[src/rtl/somador_serial_if.sv]
// Handshake and operand/result bundle for the bit-serial adder.
interface somador_serial_if #(
    parameter int WIDTH = 8
) ();
    logic             start;
    logic [WIDTH-1:0] a;
    logic [WIDTH-1:0] b;
    logic             cin;
    logic             busy;
    logic             done;
    logic [WIDTH-1:0] s;
    logic             cout;

    modport master (
        output start, a, b, cin,
        input  busy, done, s, cout
    );

    modport slave (
        input  start, a, b, cin,
        output busy, done, s, cout
    );
endinterface

[src/rtl/somador_serial.sv]
// Bit-serial adder: s = a + b + cin, one bit per clock, LSB first,
// through a single full-adder cell with a registered carry.
module somador_serial #(
    parameter int WIDTH = 8
) (
    input  logic            clk,
    input  logic            rst,
    somador_serial_if.slave bus
);
    localparam int CNT_W = (WIDTH > 1) ? $clog2(WIDTH) : 1;
    localparam logic [CNT_W-1:0] LAST = CNT_W'(WIDTH - 1);

    typedef enum logic [1:0] {
        IDLE  = 2'd0,
        SHIFT = 2'd1,
        DONE  = 2'd2
    } state_t;

    state_t           state_q, state_d;
    logic [WIDTH-1:0] ra_q, ra_d;
    logic [WIDTH-1:0] rb_q, rb_d;
    logic [WIDTH-1:0] rs_q, rs_d;
    logic             c_q, c_d;
    logic [CNT_W-1:0] cnt_q, cnt_d;
    logic [WIDTH-1:0] s_q, s_d;
    logic             cout_q, cout_d;

    logic             sum_bit;
    logic             carry_nx;
    logic [WIDTH:0]   rs_ext;
    logic [WIDTH-1:0] rs_shift;

    // Full-adder cell on the current LSBs and the sum register with the new bit entering at the MSB
    always_comb begin
        sum_bit  = ra_q[0] ^ rb_q[0] ^ c_q;
        carry_nx = (ra_q[0] & rb_q[0]) | (ra_q[0] & c_q) | (rb_q[0] & c_q);
        rs_ext   = {sum_bit, rs_q};
        rs_shift = rs_ext[WIDTH:1];
    end

    // Next-state and datapath update; the result registers load only on the last bit
    always_comb begin
        state_d = state_q;
        ra_d    = ra_q;
        rb_d    = rb_q;
        rs_d    = rs_q;
        c_d     = c_q;
        cnt_d   = cnt_q;
        s_d     = s_q;
        cout_d  = cout_q;
        unique case (state_q)
            IDLE: begin
                if (bus.start) begin
                    ra_d    = bus.a;
                    rb_d    = bus.b;
                    c_d     = bus.cin;
                    cnt_d   = '0;
                    rs_d    = '0;
                    state_d = SHIFT;
                end
            end
            SHIFT: begin
                ra_d  = ra_q >> 1;
                rb_d  = rb_q >> 1;
                rs_d  = rs_shift;
                c_d   = carry_nx;
                cnt_d = cnt_q + CNT_W'(1);
                if (cnt_q == LAST) begin
                    // Counter is wrapped explicitly so non-power-of-two widths stay in range
                    cnt_d   = '0;
                    s_d     = rs_shift;
                    cout_d  = carry_nx;
                    state_d = DONE;
                end
            end
            DONE: begin
                state_d = IDLE;
            end
            default: begin
                state_d = IDLE;
            end
        endcase
    end

    // State and datapath registers with synchronous reset
    always_ff @(posedge clk) begin
        if (rst) begin
            state_q <= IDLE;
            ra_q    <= '0;
            rb_q    <= '0;
            rs_q    <= '0;
            c_q     <= 1'b0;
            cnt_q   <= '0;
            s_q     <= '0;
            cout_q  <= 1'b0;
        end else begin
            state_q <= state_d;
            ra_q    <= ra_d;
            rb_q    <= rb_d;
            rs_q    <= rs_d;
            c_q     <= c_d;
            cnt_q   <= cnt_d;
            s_q     <= s_d;
            cout_q  <= cout_d;
        end
    end

    assign bus.busy = (state_q == SHIFT);
    assign bus.done = (state_q == DONE);
    assign bus.s    = s_q;
    assign bus.cout = cout_q;
endmodule
[src/flat_wrapper.sv]
// flat-port wrapper written by rule: the top's interface ports become plain ports
module somador_serial_flat 
#(
    parameter int WIDTH = 8
)
  (clk, rst, bus_start, bus_a, bus_b, bus_cin, bus_busy, bus_done, bus_s, bus_cout);
  somador_serial_if #(.WIDTH(WIDTH)) bus_i ();
  input  logic clk;
  input  logic rst;
  input wire logic [$bits(bus_i.start)-1:0] bus_start;
  input wire logic [$bits(bus_i.a)-1:0] bus_a;
  input wire logic [$bits(bus_i.b)-1:0] bus_b;
  input wire logic [$bits(bus_i.cin)-1:0] bus_cin;
  output wire logic [$bits(bus_i.busy)-1:0] bus_busy;
  output wire logic [$bits(bus_i.done)-1:0] bus_done;
  output wire logic [$bits(bus_i.s)-1:0] bus_s;
  output wire logic [$bits(bus_i.cout)-1:0] bus_cout;
  assign bus_i.start = bus_start;
  assign bus_i.a = bus_a;
  assign bus_i.b = bus_b;
  assign bus_i.cin = bus_cin;
  assign bus_busy = bus_i.busy;
  assign bus_done = bus_i.done;
  assign bus_s = bus_i.s;
  assign bus_cout = bus_i.cout;
  somador_serial #(.WIDTH(WIDTH)) u_core (.clk(clk), .rst(rst), .bus(bus_i));
endmodule
[config.mk]
export PLATFORM = sky130hd
export DESIGN_NAME = somador_serial_flat
export DESIGN_NICKNAME = d
export VERILOG_FILES = /design/src/rtl/somador_serial_if.sv /design/src/rtl/somador_serial.sv /design/src/flat_wrapper.sv
export SDC_FILE = /design/constraint.sdc
export NUM_CORES = 1
export LEC_CHECK = 0
export BUFFER_PORTS_ARGS = -buffer_cell sky130_fd_sc_hd__buf_2
export CAP_MARGIN = 5
export CORE_MARGIN = 2
export CORE_UTILIZATION = 55
export CTS_CLUSTER_SIZE = 16
export DETAILED_ROUTE_END_ITERATION = 10
export PLACE_DENSITY = 0.85
export SLEW_MARGIN = 20
export SYNTH_ARGS = -nofsm -noshare
export SYNTH_HDL_FRONTEND = slang
export SYNTH_SLANG_ARGS = --single-unit
[constraint.sdc]
create_clock -name clk -period 3.7 [get_ports clk]
set_clock_uncertainty 0.2 [all_clocks]
set_input_delay 0 -clock clk [delete_from_list [all_inputs] [get_ports clk]]
set_output_delay 0 -clock clk [all_outputs]
set_load 0.05 [all_outputs]
==> results.txt <==
----------------------------------------------------
[Critical path]
  Setup CP Type ... flip-flop to flip-flop
  Worst path arrival time ... 2580 ps
  Highest fanout seen on the critical path ... 20
  Length in cells of the worst reg-to-reg path ... 5
  Minimum setup slack among reg-to-reg paths ... 1160 ps
  Crit end category ... flip-flop
  Type of element launching the critical path ... flip-flop
  Worst path required time ... 3740 ps

[STA]
  Worst Max-Slew Pin Slew ... 793 ps
  Share of the clock period used by the worst path after layout ... 68.6%
  Total negative setup slack ... 0 ps
  Endpoints failing hold ... 0
  Fmax ... 394 MHz
  Worst slew margin relative to its limit ... 47.2%
  Worst slack on hold paths ... 23.0 ps
  Number of max-slew violations in the final report ... 0
  Number of setup violations in the final report ... 0
  Time the final worst path needs with I/O delays and setup ... 2540 ps
  Setup repair after global routing missed its margin ... false

[Clocking]
  Clock Latency Late Sink ... 340 ps
  TritonCTS clock tree ... built
  Setup Fix Bufs, Post-CTS ... 0
  Cts bufs inserted ... 5
  Clock transition at the registers of the reported paths ... around 120 ps
  Cell chosen for the clock root ... clkbuf_4
  Max H-tree Level ... 2
  Clock Path Buffers ... 2
  Number of clock sinks ... 38

[Layout]
  Area overhead of the layout relative to synthesis ... 23.3%
  Final core utilization ... 69.7%
  Total non-filler cell area in the finished layout ... 2080 µm²
  Ratio of cells with drive above 1 in the final layout ... around a third
  NumNets Final ... 232
  Fill cell total of the finished layout ... about 220
  Antenna Cells ... 0

[Die]
  Die width ... about 59 µm
  Num rows ... 20
  Number of top-level pins ... 31
  Total die area ... approximately 3500 µm²
  Initial standard-cell utilization of the core ... 56.6%
  Die Y ... 59.3 µm
  Core region area ... 2980 µm²

[Logic synthesis]
  Synth Area in XOR/XNOR ... 0%
  Synthesis warning total ... 0
  Cell variety after synth ... 24
  Synthesized instance count ... 162
  Cell types occupying the most area after synthesis ... dfxtp_1 (45%), a211oi_2 (11%), mux2i_1 (8.9%)
  Post-synthesis sequential area ratio ... 45.2%
  Top-area cell type share of the netlist area ... 45.2%
  Area of the mapped netlist ... 1680 µm²
  Cell type with the highest aggregate area in the netlist ... dfxtp_1
  EDFF count, synth ... 0
  Count leader, synth ... dfxtp_1
  Register bit count reported by yosys ... 38
  Adder and majority gate portion of the synthesized area ... 2.67%
  Cell types with the highest counts after synthesis ... dfxtp_1 (38), nand2_1 (18), a211oi_2 (15), mux2i_1 (15), nor2_2 (14)
  Simple-gate area share of the yosys netlist ... 15.8%
  Mean Syn Cell Area ... 10.4 µm²
  Synthesized net count ... ~190
  Synth Area in Compound Gates ... 22.0%
  Main flop type after synthesis ... dfxtp_1
  Asr flop ratio synth ... 0%
  Mux cell area share after synthesis ... just under 9%
  Combinational family with the most area after synthesis ... compound AO/OA/AOI/OAI gates

[Power]
  Total Power Consumption ... just under 800 µW
  Static Leak ... 0.831 nW
  Worst VDD drop ... 0.000270 V
  Cell Pwr Density ... ~380 nW/µm²

[Place]
  Post-place instance area ... 1790 µm²
  Global placer's final weighted congestion ... roughly 0.74
  Total of buffers placed on input and output ports ... 30
  Placed wire-length estimate after detailed placement ... 2.09 mm

[Global routing]
  Vias in the first global route ... 1335
  Antenna violations before repair ... 0
  First-pass GRT wire length ... roughly 5.7 mm
  Largest net degree at the start of global routing ... 39
  Global-route usage over all layers ... 21.5%
  GR Overflow Total ... 0

[Routing]
  Starting DRT DRC Count ... 114
  First-pass iteration count of the detailed router ... 4
  Final wirelength ... between 3 and 4 mm
  Routed wire per std cell ... 13.4 µm
  Vias after detailed routing ... 1345
  Number of remaining DRC errors ... 0
  Via density per instance ... 5.53
  Post-detailed-route count of antenna-violating nets ... 0

[Min path]
  Hold Crit Depth ... 2
  Path class of the lowest-slack min-delay path ... input pin to flip-flop

[Status]
  Run status ... completed

[Run]
  Count of maximum capacitance violations ... 0

----------------------------------------------------
layer usage:
metal	vias to the layer above	part of all wire, %	track usage (%)
met2	37	52	38.9
met4	0	2.2	9.42
met3	11	4.1	3.93
li1	667	-	-
met1	630	42	24.4
met5	-	0	0
flip-flops by register name, indices dropped and copies added (netlist names):
| register | cells |
|---|---|
| u_core.bus.cout | 1 |
| u_core.bus.s | 8 |
| u_core.c_q | 1 |
| u_core.cnt_q | 3 |
| u_core.ra_q | 8 |
| u_core.rb_q | 8 |
| u_core.rs_q | 7 |
| u_core.state_q | 2 |
placed cells by master, fill, tap and decap left out, types with 2 or more instances in the layout:
cell type      count
dfxtp_1           38
a21oi_1           11
buf_2             30
a211oi_2          15
mux2i_1           15
nand2_1           18
a22oi_1            9
ha_1               2
dlygate4sd3_1     22
nor2_2            14
nor2_1            13
nor2b_1            2
clkbuf_4           5
o21ai_0            2
nand4bb_1          2
a211oi_1           2
through the flow:
| step | cells | setup WS [ps] |
|---|---|---|
| after floorplan | 162 | 2220 |
| after global placement | 213 | 1850 |
| after detailed placement | 213 | 1670 |
| after CTS | 243 | 1190 |
| after global routing | 243 | 1060 |
| final | 243 | 1160 |
cells by family (layout without fill, tap and decap cells):
| family | Yosys count | in the layout |
|---|---|---|
| muxes | 15 | 15 |
| AOI/OAI and AO/OA | 41 | 41 |
| adders and majority gates | 3 | 3 |
| DFF | 38 | 38 |
| buffers and inverters | 13 | 61 |
| and+or+nand+nor | 52 | 52 |
critical path, cell delays in order, from the launching register on:
cell           delay (ps)
dfxtp_1               470
buf_4                 360
nand4bb_1             180
dlygate4sd3_1         560
a21oi_1                70
dlygate4sd3_1         590
final cells by class:
type | count | area, µm² | share of cell area (%)
Timing Repair Buffer | 53 | 378 | 18.2
Clock buffer | 6 | 51.3 | 2.47
Multi-Input combinational cell | 111 | 832 | 40.1
Clock inverter | 2 | 12.5 | 0.603
Sequential cell | 38 | 761 | 36.6
Tap cell | 33 | 41.3 | 1.99
final timing paths:
check                    startpoint         endpoint
setup / recovery  u_core.state_q[0]   u_core.ra_q[7]
hold / removal                  rst   u_core.rs_q[7]
setup reg to reg  u_core.state_q[0]   u_core.ra_q[7]
hold reg to reg     u_core.bus.s[7]  u_core.bus.s[7]
where the power goes:
part / switching, mW / internal, mW
Clock: 0.130 / 0.0914
Combinational: 0.0596 / 0.0590
Sequential: 0.0147 / 0.428
timing repair:
action | in CTS | in global routing
hold buffers | 22 | 0
resized for setup | 0 | 0
endpoints found under the hold margin | 23 | 0
Power figures use the tool's default switching activity.
